===== src/rtl/uc_seq_pkg.sv =====
// Shared encodings and microword field layout for the uc_sequencer microprogram control unit.
// Word layout, MSB first: src[2] | op[3] | pol | csel[CSEL_W] | ctrl[CTRL_W] | literal[ADDR_W].
package uc_seq_pkg;

  localparam logic [2:0] UC_CONT = 3'd0;
  localparam logic [2:0] UC_JUMP = 3'd1;
  localparam logic [2:0] UC_CALL = 3'd2;
  localparam logic [2:0] UC_RET  = 3'd3;
  localparam logic [2:0] UC_LDCT = 3'd4;
  localparam logic [2:0] UC_LOOP = 3'd5;

  localparam logic [1:0] UC_SRC_LIT = 2'd0;
  localparam logic [1:0] UC_SRC_MAP = 2'd1;

  typedef enum logic {
    DBG_RUN  = 1'b0,
    DBG_HALT = 1'b1
  } dbg_state_t;

  function automatic int csel_width(input int ncond);
    return $clog2(ncond);
  endfunction

  function automatic int ctrl_width(input int word_w, input int addr_w, input int ncond);
    return word_w - addr_w - 6 - csel_width(ncond);
  endfunction

  // Bit positions below are LSB-relative offsets into the microword.
  function automatic int ctrl_lsb(input int addr_w);
    return addr_w;
  endfunction

  function automatic int csel_lsb(input int word_w, input int addr_w, input int ncond);
    return addr_w + ctrl_width(word_w, addr_w, ncond);
  endfunction

  function automatic int pol_bit(input int word_w);
    return word_w - 6;
  endfunction

  function automatic int op_lsb(input int word_w);
    return word_w - 5;
  endfunction

  function automatic int src_lsb(input int word_w);
    return word_w - 2;
  endfunction

endpackage


===== src/rtl/uc_return_stack.sv =====
// Return-address stack for uc_sequencer: LIFO of DEPTH entries, WIDTH bits wide.
// Only the pointer is reset; entry contents survive reset.
module uc_return_stack #(
  parameter int DEPTH = 4,
  parameter int WIDTH = 12
) (
  input  logic             clock,
  input  logic             reset,
  input  logic             push,
  input  logic             pop,
  input  logic [WIDTH-1:0] din,
  output logic [WIDTH-1:0] top,
  output logic             full,
  output logic             empty
);

  localparam int SP_W  = $clog2(DEPTH + 1);
  localparam int IDX_W = (DEPTH > 1) ? $clog2(DEPTH) : 1;

  logic [WIDTH-1:0] mem [DEPTH];
  logic [SP_W-1:0]  sp;

  assign full  = (sp == SP_W'(DEPTH));
  assign empty = (sp == '0);
  assign top   = empty ? '0 : mem[IDX_W'(sp - SP_W'(1))];

  always_ff @(posedge clock or posedge reset) begin
    if (reset) begin
      sp <= '0;
    end else if (push && !full) begin
      sp <= sp + SP_W'(1);
    end else if (pop && !empty) begin
      sp <= sp - SP_W'(1);
    end
  end

  always_ff @(posedge clock) begin
    if (push && !full) begin
      mem[IDX_W'(sp)] <= din;
    end
  end

endmodule


===== src/rtl/uc_sequencer.sv =====
// Microprogram sequencer: next-address decode, microword pipeline, return stack and loop counter.
// Optional breakpoint/halt support is built when UC_SEQ_BREAKPOINT_EN is defined.
module uc_sequencer
  import uc_seq_pkg::*;
#(
  parameter int ADDR_W      = 12,
  parameter int WORD_W      = 40,
  parameter int STACK_DEPTH = 4,
  parameter int NCOND       = 8,
  parameter int CNT_W       = 8
) (
  input  logic                                         clock,
  input  logic                                         reset,
  input  logic                                         hold,
  input  logic [WORD_W-1:0]                            uc_data,
  input  logic [ADDR_W-1:0]                            map_addr,
  input  logic [NCOND-1:0]                             cond,
`ifdef UC_SEQ_BREAKPOINT_EN
  input  logic                                         brk_en,
  input  logic [ADDR_W-1:0]                            brk_addr,
  input  logic                                         resume,
  output logic                                         halted,
`endif
  output logic [ADDR_W-1:0]                            uc_addr,
  output logic [ctrl_width(WORD_W, ADDR_W, NCOND)-1:0] ctrl,
  output logic                                         cnt_zero,
  output logic                                         stack_err
);

  localparam int CSEL_W   = csel_width(NCOND);
  localparam int CTRL_W   = ctrl_width(WORD_W, ADDR_W, NCOND);
  localparam int CTRL_LSB = ctrl_lsb(ADDR_W);
  localparam int CSEL_LSB = csel_lsb(WORD_W, ADDR_W, NCOND);
  localparam int POL_BIT  = pol_bit(WORD_W);
  localparam int OP_LSB   = op_lsb(WORD_W);
  localparam int SRC_LSB  = src_lsb(WORD_W);

  logic [WORD_W-1:0] uword_p1;
  logic [ADDR_W-1:0] upc;
  logic [CNT_W-1:0]  cnt;

  logic [1:0]        src;
  logic [2:0]        op;
  logic              pol;
  logic [CSEL_W-1:0] csel;
  logic [ADDR_W-1:0] lit;
  logic [ADDR_W-1:0] din;
  logic              ct;

  logic [ADDR_W-1:0] next_addr;
  logic              do_push;
  logic              do_pop;
  logic              cnt_load;
  logic              cnt_dec;
  logic              err_set;
  logic              step;

  logic [ADDR_W-1:0] stk_top;
  logic              stk_full;
  logic              stk_empty;

  // Stage p1: decode of the word held in the pipeline register
  assign src  = uword_p1[SRC_LSB +: 2];
  assign op   = uword_p1[OP_LSB +: 3];
  assign pol  = uword_p1[POL_BIT];
  assign csel = uword_p1[CSEL_LSB +: CSEL_W];
  assign lit  = uword_p1[ADDR_W-1:0];
  assign ctrl = uword_p1[CTRL_LSB +: CTRL_W];

  assign din      = (src == UC_SRC_MAP) ? map_addr : lit;
  assign ct       = (csel == '0) ? 1'b1 : (cond[csel] ^ pol);
  assign cnt_zero = (cnt == '0);
  assign uc_addr  = next_addr;

  always_comb begin
    next_addr = upc;
    do_push   = 1'b0;
    do_pop    = 1'b0;
    cnt_load  = 1'b0;
    cnt_dec   = 1'b0;
    err_set   = 1'b0;
    case (op)
      UC_CONT: ;
      UC_JUMP: begin
        if (ct) next_addr = din;
      end
      UC_CALL: begin
        // A full stack drops the return address but the branch is still taken.
        if (ct) begin
          next_addr = din;
          if (stk_full) err_set = 1'b1;
          else          do_push = 1'b1;
        end
      end
      UC_RET: begin
        if (ct) begin
          if (stk_empty) begin
            err_set = 1'b1;
          end else begin
            next_addr = stk_top;
            do_pop    = 1'b1;
          end
        end
      end
      UC_LDCT: cnt_load = 1'b1;
      UC_LOOP: begin
        if (!cnt_zero) begin
          next_addr = din;
          cnt_dec   = 1'b1;
        end
      end
      default: ;
    endcase
  end

`ifdef UC_SEQ_BREAKPOINT_EN
  dbg_state_t dbg_state;
  logic       brk_hit;

  assign brk_hit = brk_en && (next_addr == brk_addr) && (dbg_state == DBG_RUN);
  // Resume lets exactly one edge through, moving past the breakpoint address.
  assign step    = !hold && !brk_hit && ((dbg_state == DBG_RUN) || resume);

  always_ff @(posedge clock or posedge reset) begin
    if (reset) begin
      dbg_state <= DBG_RUN;
      halted    <= 1'b0;
    end else if (!hold) begin
      case (dbg_state)
        DBG_RUN: begin
          if (brk_hit) begin
            dbg_state <= DBG_HALT;
            halted    <= 1'b1;
          end
        end
        DBG_HALT: begin
          if (resume) begin
            dbg_state <= DBG_RUN;
            halted    <= 1'b0;
          end
        end
        default: begin
          dbg_state <= DBG_RUN;
          halted    <= 1'b0;
        end
      endcase
    end
  end
`else
  assign step = !hold;
`endif

  uc_return_stack #(
    .DEPTH (STACK_DEPTH),
    .WIDTH (ADDR_W)
  ) u_stack (
    .clock (clock),
    .reset (reset),
    .push  (do_push && step),
    .pop   (do_pop && step),
    .din   (upc),
    .top   (stk_top),
    .full  (stk_full),
    .empty (stk_empty)
  );

  // Stage p0 -> p1: fetch ROM word, advance upc, update counter and error flag
  always_ff @(posedge clock or posedge reset) begin
    if (reset) begin
      uword_p1  <= '0;
      upc       <= '0;
      cnt       <= '0;
      stack_err <= 1'b0;
    end else if (step) begin
      uword_p1 <= uc_data;
      upc      <= next_addr + ADDR_W'(1);
      if (cnt_load)     cnt <= lit[CNT_W-1:0];
      else if (cnt_dec) cnt <= cnt - CNT_W'(1);
      if (err_set) stack_err <= 1'b1;
    end
  end

endmodule


===== config.mk =====
export PLATFORM = sky130hd
export DESIGN_NAME = uc_sequencer
export DESIGN_NICKNAME = d
export VERILOG_FILES = /design/src/rtl/uc_seq_pkg.sv /design/src/rtl/uc_return_stack.sv /design/src/rtl/uc_sequencer.sv
export SDC_FILE = /design/constraint.sdc
export NUM_CORES = 1
export LEC_CHECK = 0
export BUFFER_PORTS_ARGS = -buffer_cell sky130_fd_sc_hd__buf_2
export CORE_ASPECT_RATIO = 1.5
export CORE_MARGIN = 2
export CORE_UTILIZATION = 45
export DETAILED_ROUTE_END_ITERATION = 8
export PLACE_DENSITY = 0.71
export SETUP_SLACK_MARGIN = 0.5
export SLEW_MARGIN = 30
export SYNTH_ARGS = -nofsm -noshare
export SYNTH_HDL_FRONTEND = slang
export SYNTH_SLANG_ARGS = --single-unit

===== constraint.sdc =====
create_clock -name clock -period 9.6 [get_ports clock]
set_input_delay 1.92 -clock clock [delete_from_list [all_inputs] [get_ports clock]]
set_output_delay 1.92 -clock clock [all_outputs]
set_load 0.05 [all_outputs]

[After elaboration in Yosys (flattened, before gate mapping)]
Memory sizes are Yosys's and may differ from the RTL's.
Cells that the tools add are included.
Word-level totals
  flip-flop bits (word level): 64
  bits in latches: 0
  bits in writable memories: 48
  ROM bits: 0
  output and inout bits: 33
  memories kept: 1
Memory list
  u_stack.mem: depth 4, bits a word 12, rd ports 1, clocked after memory_dff 0, wr ports 1, line uc_return_stack.sv:20  | logic [WIDTH-1:0] mem [DEPTH];
Cells by class
  $add $sub $neg: 4
  $mul: 0
  div/mod/pow operators: 0
  magnitude comparators: 1
  equality and inequality tests: 7
  shift operators: 0
  multiplexer cells: 29
  bitwise gates (word level): 2
  reductions and logical operators: 15
Operators with widths (count)
  two-way mux 12 bit: 5
  one-hot mux 12 bit (3 select lines): 1
  two-way mux 1 bit: 17
  two-way mux 8 bit: 2
  adder 12 x 1 -> 12 bit (second input constant): 1
  == test 3 bit (second input constant): 3
  logical NOT 8 bit: 1
  subtractor 8 x 1 -> 8 bit (second input constant): 1
  == test 3 x 2 -> 1 bit (second input constant): 2
  logical NOT 3 bit: 2
  two-way mux 3 bit: 2
  logical AND 1 bit: 4
  < comparator 3 x 4 -> 1 bit (second input constant): 1
  AND reduction 2 bit: 2
  nonzero test 2 bit: 2
  adder 3 x 1 -> 3 bit (second input constant): 1
  binary-select mux 1 bit (select 3 bit): 1
  == test 3 x 1 -> 1 bit (second input constant): 1
  logical NOT 1 bit: 3
  subtractor 3 x 1 -> 3 bit (second input constant): 1
  == test 2 x 1 -> 1 bit (second input constant): 1
  one-hot mux 1 bit (2 select lines): 1
  OR reduction 2 bit: 1
  NOT 1 bit: 1
  XOR 1 bit: 1

[Logic depth before layout (Yosys ltp)]
Gate-level depths: netlist of run 1.
  word-level depth: 10
  mapped depth: 14

[Modules after synthesis]
From an unflattened synthesis of run 1, not the netlist that was laid out.
Second synthesis, totals
  cells, all modules: 491
  area total of the unflattened synthesis: 5931.9 um^2
Modules (own cells, without submodules)
  uc_sequencer: times used 1, cells each 383, area an instance 3831.2 um^2, seq. area each 1526.5 um^2
  uc_return_stack: times used 1, cells each 108, area an instance 2100.8 um^2, seq. area each 1516.5 um^2

[Worst setup path before layout of run 1]
Ideal clock, no wire load.
  kind: input to output
  start: input port cond[6]
  end: output port uc_addr[11]
  data arrival time: 3.866 ns
  data required time: 7.680 ns
  slack: 3.814 ns
  stages on the path: 6
  path buffers: 0
  cells stage by stage: mux2_4 > a2bb2oi_2 > a211o_2 > nand3_1 > mux2i_1 > o221ai_1
On the way
  cells in the longest elaborated chain, start to end: 6
Ends and longest elaborated chain
  start, declared: line uc_sequencer.sv:17  | input logic [NCOND-1:0] cond,
  binary-select mux 1 bit (select 3 bit) (*): line uc_sequencer.sv:71  | assign ct = (csel == '0) ? 1'b1 : (cond[csel] ^ pol);
  two-way mux 1 bit (implied by the code) (*): line uc_sequencer.sv:71
  XOR 1 bit (*): line uc_sequencer.sv:71
  two-way mux 1 bit (*): line uc_sequencer.sv:71
  two-way mux 12 bit (on tied branches): line uc_sequencer.sv:96, uc_sequencer.sv:85, uc_sequencer.sv:89
  one-hot mux 12 bit (3 select lines) (*): line uc_sequencer.sv:82  | case (op)
  end, declared: line uc_sequencer.sv:24  | output logic [ADDR_W-1:0] uc_addr,
Mark *: on every way between the ends. The rest lies on a longest branch, timed or not. The select of a mux whose other input is x is not followed.

[Final worst setup path of run 1]
  start: input port cond[6]
  end: output port uc_addr[7]
The elaborated chain is that of the path after synthesis.

==> metrics, run 1 <==
I/O pin count=96; synthesized instance count=446; Die Width=roughly 95 µm; Leak Pwr=2.636 nW; MaxCap Viol Count=0; internal reg-to-reg setup slack=~6.1 ns; Critical R2R Capture=upc[10]; CTS Root Cell=clkbuf_16; post-DP HPWL=9137 µm; CTS Buffer Depth=2; commonest cells after routing, fill and taps aside=buf_2, dfrtp_1, edfxtp_1, mux2_2; Via density=about 5.7; minimum clock period=approximately 5.9 ns; area of the core=12320 µm²; fraction of layout cells with a size suffix above 1=36.28%; setup TNS=0 ns; worst hold margin=roughly 0.50 ns; synth unique cells=63; Max transition margin=between 40 and 50%; Post-route DRC=0; Ys Warns=0; power density cells=roughly 260 nW/µm²; Yosys reg bits=112; Die Ht=about 140 µm; Ant. Diodes=0; Worst Hold Path Cells=2; Worst setup SP type=input port; Routed Antenna Nets=0; Worst R2R Path Depth=11; status=completed; initial DRC count=slightly below 300; CTS clk-pin slew, worst paths=roughly 0.07 ns; largest net degree at the start of global routing=70; routed length per instance=~19 µm; CTS H-Tree Depth=3; Worst R2R Start=u_stack.sp[1]; commonest non-fill, non-tap cell in the layout=buf_2; number of global-route vias before repair=3898; syn avg cell area=about 13 µm²; via count=between 3000 and 4000; Post-Syn Nets=516; grt ovf=0; worst min-delay path class=flop to flop; PostCTS Resize Cnt=0; fillcell total=~1100; CTS Hold Bufs=0; CTS tree=built; synth-to-layout area growth=13.90%; synthesized cell area=~5600 µm²; fmax=around 0.17 GHz; setup bufs post-CTS=0; final clock skew=about 0.0066 ns; Seq/Total Area, Yosys=a little over half; number of flops mapped to enable cells by yosys=48; hold path start=cnt[6]; fin nets=about 590; WHS Endpoint=cnt[6]; top_reg_cell synth=dfrtp_1; Initial Utilization=a little under half; initial antenna violation count=0; Req. time, crit path=approximately 7.7 ns; Crit Path Class=input port to primary output; first-pass GRT wire length=about 20000 µm; RSZ-0062 raised after global routing=no; clock sink total=112; VDD IR max=0.1290 mV; worst slew pin tran=between 0.8 and 0.9 ns; RePlAce Congestion=0.9138; Total Routed Length=~13000 µm; TritonCTS buffer count=9; hold violation count in the final report=0; crit end category=primary output; IO Port Bufs=95; drt pass-1 iters=4; GRT Util Overall=between 10% and 20%; asr flop ratio synth=between 50% and 60%; die footprint=around 13000 µm²; clock latency on the worst-skew pair=about 0.35 ns; final slew viol count=0; Arr. time, crit path=between 4 and 5 ns; Cell Rows=50; Max FO, Critical Path=7; final worst path period share=approximately 60%; Final setup viols=0
==> metrics by stage <==
| stage | std cells | power, mW | area, µm² | worst slack [ns] | util (%) |
|---|---|---|---|---|---|
| 3_5_place_dp | 661 | 1.303 | 6086 | 3.674 | 49.38 |
| 5_1_grt | 677 | 1.773 | 6399 | 3.472 | 51.92 |
| 3_3_place_gp | 661 | 1.289 | 6086 | 3.726 | 49.38 |
| 4_1_cts | 677 | 1.696 | 6399 | 3.657 | 51.92 |
| 6_report | 677 | 1.686 | 6399 | 3.669 | 51.92 |
| 2_1_floorplan | 446 | 1.147 | 5618 | 3.814 | - |
==> worst max-delay path by stage <==
stage / start / end / slack (ns) / cells past startpoint
finish: cond[6] / uc_addr[7] / 3.67 / 9
floorplan: cond[6] / uc_addr[11] / 3.81 / 6
detailed placement: cond[6] / uc_addr[7] / 3.67 / 9
global placement: cond[6] / uc_addr[7] / 3.73 / 9
CTS: cond[6] / uc_addr[7] / 3.66 / 9
global route: cond[6] / uc_addr[7] / 3.47 / 9
==> worst max-delay path, stage by stage <==
cell and delay (ns):
buf_2 0.09, mux2_4 0.26, a2bb2oi_2 0.14, a211o_2 0.38, nand2_2 0.14, o311ai_4 0.14
a221oi_1 0.51, inv_1 0.17, buf_2 0.25
==> where the power goes <==
part,internal [mW],switching (mW)
clock,0.227,0.166
combinational,0.237,0.397
sequential,0.586,0.0720
==> metal layers <==
| layer | track usage [%] | up-vias | wire length, µm |
|---|---|---|---|
| met5 | 0 | - | 0 |
| met4 | 9.992 | 0 | 425 |
| met3 | 3.046 | 29 | 637 |
| met2 | 33.73 | 123 | 6815 |
| met1 | 24.25 | 1902 | 4835 |
| li1 | - | 1785 | - |
==> sequential cells by signal, indices dropped and copies added (netlist names) <==
register	cells
u_stack.mem	48
uword_p1	40
u_stack.sp	3
cnt	8
upc	12
stack_err	1
==> final cells by class <==
cell class | instances | area [µm²] | area share [%]
inverters | 13 | 48.80 | 0.7626
multi-input cells | 280 | 2286 | 35.73
well taps | 156 | 195.2 | 3.050
flip-flops and latches | 112 | 3043 | 47.56
clock buffers | 10 | 229.0 | 3.578
clock inverters | 6 | 83.83 | 1.310
repair buffers | 100 | 513.0 | 8.017
==> cell families after synthesis <==
logic type | synth area share [%]
DFF | 54.16
muxes | 17.31
AOI/OAI and AO/OA | 10.27
xor gates and xnor gates | 1.559
buffers and inverters | 5.145
adders and majority gates | 1.559
and+or+nand+nor | 10.00
==> synthesized netlist by cell type (5+ instances only) <==
library cell	n	area share [%]
o22ai_1	8	0.89
dfrtp_1	64	29
nand2b_1	5	0.56
nor3_1	9	0.80
o21ai_0	26	2.3
inv_1	13	0.87
a21oi_1	19	1.7
buf_2	6	0.53
mux2_2	45	9.0
nand2_1	26	1.7
buf_1	5	0.33
and3_1	5	0.56
buf_4	19	2.5
mux4_2	12	4.8
edfxtp_1	48	26
xor2_1	8	1.2
clkbuf_1	10	0.67
ha_1	7	1.6
nor2_1	17	1.1
mux2i_1	18	3.2
nor2b_1	5	0.56
Note: power is estimated with default switching activity, not from simulation.
==> inputs of run 2 (changes only) <==
==> constraint.sdc (replaced) <==
create_clock -name clock -period 6.1 [get_ports clock]
set_input_delay 1.22 -clock clock [delete_from_list [all_inputs] [get_ports clock]]
set_output_delay 1.22 -clock clock [all_outputs]
set_load 0.05 [all_outputs]
==> run 2 against run 1 <==
Critical endpoint unchanged. Cell count stayed put. Flip-flop and latch count did not move. Global-route usage hardly changed.
==> metrics, run 2 (synthesis results as in run 1) <==
status=completed; fraction of layout cells with a size suffix above 1=36.47% (+0.19 points); Cell Rows=50 (unchanged); worst hold margin=0.4938 ns (-0.002388 ns); met1 Track Usage GR=24.19% (-0.054 points); minimum clock period=approximately 4.6 ns; power density cells=408.1 nW/µm² (+55%); clock latency on the worst-skew pair=0.35 ns (about the same); final clock skew=0.007320 ns (+0.0006760 ns); Ant. Diodes=0 (unchanged); Die Width=95.23 µm (unchanged); Final setup viols=0 (unchanged); GRT Util Overall=19.85% (-0.040 points); initial antenna violation count=0 (unchanged); PostCTS Resize Cnt=0 (unchanged); Post-route DRC=0 (unchanged); RSZ-0062 raised after global routing=no; Buf+Inv Stages, Crit Path=3 (unchanged); Power, Total=2.600 mW (+54%); Die Ht=140.8 µm (unchanged); drt pass-1 iters=5 (+1); Most flops, register=u_stack.mem; IO Port Bufs=95 (unchanged); synth-to-layout area growth=13.41%; fmax=roughly 0.22 GHz; CTS tree=built; setup TNS=0 ns (unchanged); commonest cells after routing, fill and taps aside=buf_2, dfrtp_1, edfxtp_1, mux2_2; commonest non-fill, non-tap cell in the layout=buf_2; fin nets=586 (unchanged); MaxCap Viol Count=0 (unchanged); routed length per instance=18.69 µm (-0.46%); clock sink total=112 (unchanged); I/O pin count=96 (unchanged); crit end category=primary output; post-DP HPWL=9172 µm (+0.39%); critical path, cell by cell=buf_2 -> mux2_4 -> a2bb2oi_2 -> a211o_2 -> nand2_2 -> o311ai_4 -> a221oi_1 -> inv_1 -> buf_2; number of global-route vias before repair=3905 (+0.18%); Initial Utilization=45.58% (unchanged); Crit. path cell count=9 (unchanged); initial DRC count=342 (+15%); hold violation count in the final report=0 (unchanged); largest net degree at the start of global routing=70 (unchanged); CTS Root Cell=clkbuf_16; grt ovf=0 (unchanged); most frequent cell on the critical path=buf_2; CTS Hold Bufs=0 (unchanged); final slew viol count=0 (unchanged); via count=3835 (-0.10%); Via density=5.665 (-0.10%); worst setup margin=1.519 ns (-2.151 ns); final worst path period share=roughly 75%; Req. time, crit path=4.88 ns (-2.80 ns); Regs by FF count=u_stack.mem (48), uword_p1 (40), upc (12); RePlAce Congestion=0.9141 (about the same); Total Routed Length=12650 µm (-0.46%); fillcell total=1074 (+0.85%); worst min-delay path class=flop to flop; Routed Antenna Nets=0 (unchanged); Worst setup SP type=input port; VDD IR max=0.2002 mV (+55%); Leak Pwr=2.631 nW (-0.22%); GR peak layer=met2; CTS H-Tree Depth=3 (unchanged); CTS clk-pin slew, worst paths=0.07 ns (about the same); TritonCTS buffer count=9 (unchanged); Arr. time, crit path=3.36 ns (-0.65 ns); Crit Path Class=input port to primary output; grt met3 use=3.314% (+0.27 points); crit-path max cell delay=0.54 ns (+0.03 ns); slowest CP cell=a221oi_1; first-pass GRT wire length=20090 µm (-0.17%); Worst R2R Path Depth=11 (unchanged); dpl ws=1.567 ns (-2.107 ns); worst slew pin tran=0.8400 ns (-0.01013 ns); Max transition margin=44.00% (+0.68 points); CP delay by family, top=compound AO/OA/AOI/OAI gates; Max FO, Critical Path=7 (unchanged); area of the core=12320 µm² (unchanged); M2 GR Usage=33.69% (-0.037 points); die footprint=13410 µm² (unchanged); Worst Hold Path Cells=2 (unchanged); max reg flops=48 (unchanged); CTS Buffer Depth=2 (unchanged); setup bufs post-CTS=0 (unchanged)
[run 2: cell types whose count changed in the layout (fill, tap and decap cells not counted), sizes merged]
cell | before | now
clkinvlp | 2 | 1
bufinv | 2 | 0
clkinv | 2 | 4
clkbuf | 10 | 11
[run 2: worst register-to-register path: cells and delay by family, from the launching register on]
family	cells	cell delay, ns
flip-flops	1	0.39
AO/OA/AOI/OAI	4	0.68
buffers and inverters	1	0.10
AND/OR/NAND/NOR	3	0.65
multiplexers	1	0.35
adder cells (fa/ha/maj)	2	1.16
[run 2: final cells by class]
class / instances / area [µm²] / area share [%]
multi-input cells: 280 / 2286 / 35.88
repair buffers: 100 / 513.0 / 8.052
flip-flops and latches: 112 / 3043 / 47.76
well taps: 156 / 195.2 / 3.064
clock buffers: 11 / 254.0 / 3.987
clock inverters: 5 / 31.28 / 0.4910
inverters: 13 / 48.80 / 0.7659
[run 2: through the flow]
step	instances	area [µm²]	utilization [%]
3_3_place_gp	661	6086	49.38
2_1_floorplan	446	5618	-
6_report	677	6371	51.70
3_5_place_dp	661	6086	49.38
4_1_cts	677	6371	51.70
5_1_grt	677	6371	51.70
[run 2: path summary, 6_finish.rpt]
kind | from | slack [ns] | to
setup / recovery | cond[6] | 1.52 | uc_addr[7]
hold / removal | cnt[6] | 0.49 | cnt[6]
setup reg to reg | u_stack.sp[1] | 2.61 | upc[10]
hold reg to reg | cnt[6] | 0.49 | cnt[6]
max in group asynchronous | reset | 4.44 | uword_p1[31]
min in group asynchronous | reset | 1.12 | uword_p1[26]
[run 2: per-layer routing]
layer	vias up	wire (µm)
met1	1896	4748
met4	0	437
met5	-	0
met2	134	6776
met3	26	691
li1	1779	-
[run 2: power breakdown]
| group | switching, mW | total, mW | internal [mW] | leakage (nW) |
|---|---|---|---|---|
| logic | 0.629 | 1.00 | 0.374 | 1.29 |
| registers | 0.114 | 1.04 | 0.923 | 1.20 |
| clock network | 0.260 | 0.560 | 0.301 | 0.140 |
| total | 1.00 | 2.60 | 1.60 | 2.63 |
==> inputs of run 3 (changes only) <==
--- a/config.mk
+++ b/config.mk
@@ -10,7 +10,7 @@
 export CORE_MARGIN = 2
 export CORE_UTILIZATION = 45
 export DETAILED_ROUTE_END_ITERATION = 8
-export PLACE_DENSITY = 0.71
+export PLACE_DENSITY = 0.74
 export SETUP_SLACK_MARGIN = 0.5
 export SLEW_MARGIN = 30
 export SYNTH_ARGS = -nofsm -noshare
==> constraint.sdc (replaced) <==
create_clock -name clock -period 3.7 [get_ports clock]
set_input_delay 0.74 -clock clock [delete_from_list [all_inputs] [get_ports clock]]
set_output_delay 0.74 -clock clock [all_outputs]
set_load 0.05 [all_outputs]
==> run 3 against run 2 <==
Hold slack lost 0.091 ns. Count of clock-buffer cells in the layout is the same. Combinational power increased by 120%. Register-to-register slack got worse by 2.2 ns. Clock power rose by 64%. Worst setup slack got worse by 1.2 ns. First-iteration DRC count is 16% higher. Highest routed layer unchanged.
==> metrics, run 3 (synthesis results as in run 1) <==
worst hold margin=0.4032 ns (-0.09068 ns); Crit Path Class=flop to primary output; power density cells=693.2 nW/µm² (+70%); fmax=roughly 0.30 GHz; minimum clock period=about 3.4 ns; Buf+Inv Stages, Crit Path=2 (-1); Max FO, Critical Path=7 (unchanged); Worst setup SP type=flop; commonest cells after routing, fill and taps aside=buf_2, dfrtp_1, edfxtp_1, mux2_2, buf_4; MaxCap Viol Count=0 (unchanged); max reg flops=48 (unchanged); RSZ-0062 raised after global routing=yes; Die Width=95.23 µm (unchanged); drt pass-1 iters=5 (unchanged); synth-to-layout area growth=24.10%; Post-route DRC=0 (unchanged); crit-path max cell delay=0.47 ns (-0.07 ns); Ant. Diodes=0 (unchanged); CTS H-Tree Depth=3 (unchanged); initial DRC count=397 (+16%); IO Port Bufs=95 (unchanged); Regs by FF count=u_stack.mem (48), uword_p1 (40), upc (12); Req. time, crit path=2.96 ns (-1.92 ns); via count=4089 (+6.6%); Initial Utilization=45.58% (unchanged); number of global-route vias before repair=4104 (+5.1%); Cell Rows=50 (unchanged); Max transition margin=49.25% (+5.3 points); Die Ht=140.8 µm (unchanged); initial antenna violation count=0 (unchanged); Via density=5.743 (+1.4%); slowest CP cell=a222oi_1; first-pass GRT wire length=21220 µm (+5.6%); worst slew pin tran=0.7612 ns (-0.07876 ns); I/O pin count=96 (unchanged); crit end category=primary output; Total Routed Length=13700 µm (+8.2%); Area after DPL=6200 µm² (+1.9%); Final setup viols=0 (unchanged); Worst R2R Start=cnt[0]; setup TNS=0 ns (unchanged); final instance area=6972 µm² (+9.4%); final worst path period share=90.57%; CTS clk-pin slew, worst paths=0.07 ns (about the same); CTS Root Cell=clkbuf_16; Arr. time, crit path=2.61 ns (-0.75 ns); Routed Antenna Nets=0 (unchanged); RePlAce Congestion=0.9940 (+8.7%); die footprint=13410 µm² (unchanged); clock sink total=112 (unchanged); critical path, cell by cell=mux2_4 -> a2bb2oi_2 -> a211o_4 -> nand2_4 -> o311ai_4 -> a222oi_1 -> inv_2 -> buf_8; CTS Buffer Depth=2 (unchanged); hold violation count in the final report=0 (unchanged); fin nets=621 (+6.0%); routed length per instance=19.24 µm (+2.9%); fraction of layout cells with a size suffix above 1=46.58% (+10 points); final slew viol count=0 (unchanged); VDD IR max=0.3575 mV (+79%); largest net degree at the start of global routing=68 (-2.9%); CTS tree=built; TritonCTS buffer count=9 (unchanged); final clock skew=0.007237 ns (-0.00008282 ns); GRT Util Overall=20.91% (+1.1 points); status=completed; commonest non-fill, non-tap cell in the layout=buf_2; CP delay by family, top=compound AO/OA/AOI/OAI gates; area of the core=12320 µm² (unchanged); worst min-delay path class=input port to asynchronous set/reset pin; Leak Pwr=2.876 nW (+9.3%); post-DP HPWL=9482 µm (+3.4%); Most flops, register=u_stack.mem; clock latency on the worst-skew pair=0.35 ns (about the same); grt ovf=0 (unchanged); crit path from=uword_p1[31]
run 3: worst reg2reg max path: stages (launching register included):
cell	delay, ns
dfrtp_1	0.39
inv_1	0.06
ha_2	0.17
or3b_4	0.41
nor3_4	0.26
o21ai_2	0.11
nor2b_4	0.16
o311ai_4	0.10
buf_4	0.18
a221oi_4	0.06
buf_4	0.17
or3_1	0.40
or4_1	0.51
and3_1	0.15
run 3: final timing paths:
kind / endpoint / slack [ns] / cells after the start
worst min-delay path: uword_p1[16] / 0.40 / 2
worst max register to register: upc[11] / 0.44 / 13
min in group clock: uword_p1[38] / 0.50 / 1
worst max-delay path: uc_addr[9] / 0.35 / 8
max in group asynchronous: uword_p1[31] / 2.33 / 3
worst min register to register: uword_p1[38] / 0.50 / 1
run 3: metrics by stage:
stage	total power, mW	util (%)	worst slack, ns	std cells
2_1_floorplan	3.038	-	0.3541	446
3_3_place_gp	3.409	50.30	0.2991	666
3_5_place_dp	3.463	50.30	0.2578	666
4_1_cts	4.643	54.97	0.3469	702
5_1_grt	5.066	56.57	0.2465	712
6_report	4.833	56.57	0.3489	712
run 3: routing by layer:
layer  GRT usage, %  share of wire, %
met5              0                 0
met4          8.772               3.6
met3          2.886               4.9
met2          36.84                55
met1          25.19                36
run 3: area by class of cell:
type                            count  area (µm²)
Sequential cell                   112        3045
Inverter                           13       48.80
Tap cell                          156       195.2
Clock buffer                       11       232.7
Multi-Input combinational cell    280        2501
Fill cell                         974        5353
Timing Repair Buffer              135       909.6
Clock inverter                      5       38.79
run 3: what timing repair did:
item | 4_1_cts | 5_1_grt
hold buffers | 0 | 0
resized for setup | 41 | 30
pin swaps | 10 | 9
hold endpoints to repair | 0 | 0
buffers inserted | 20 | 10
setup endpoints to repair | 16 | 13
run 3: power breakdown:
| group | switching [mW] | internal [mW] | total (mW) | leakage [nW] |
|---|---|---|---|---|
| sequential | 0.193 | 1.52 | 1.71 | 1.20 |
| combinational | 1.21 | 0.992 | 2.20 | 1.54 |
| clock | 0.453 | 0.465 | 0.918 | 0.133 |
| total | 1.85 | 2.98 | 4.83 | 2.88 |
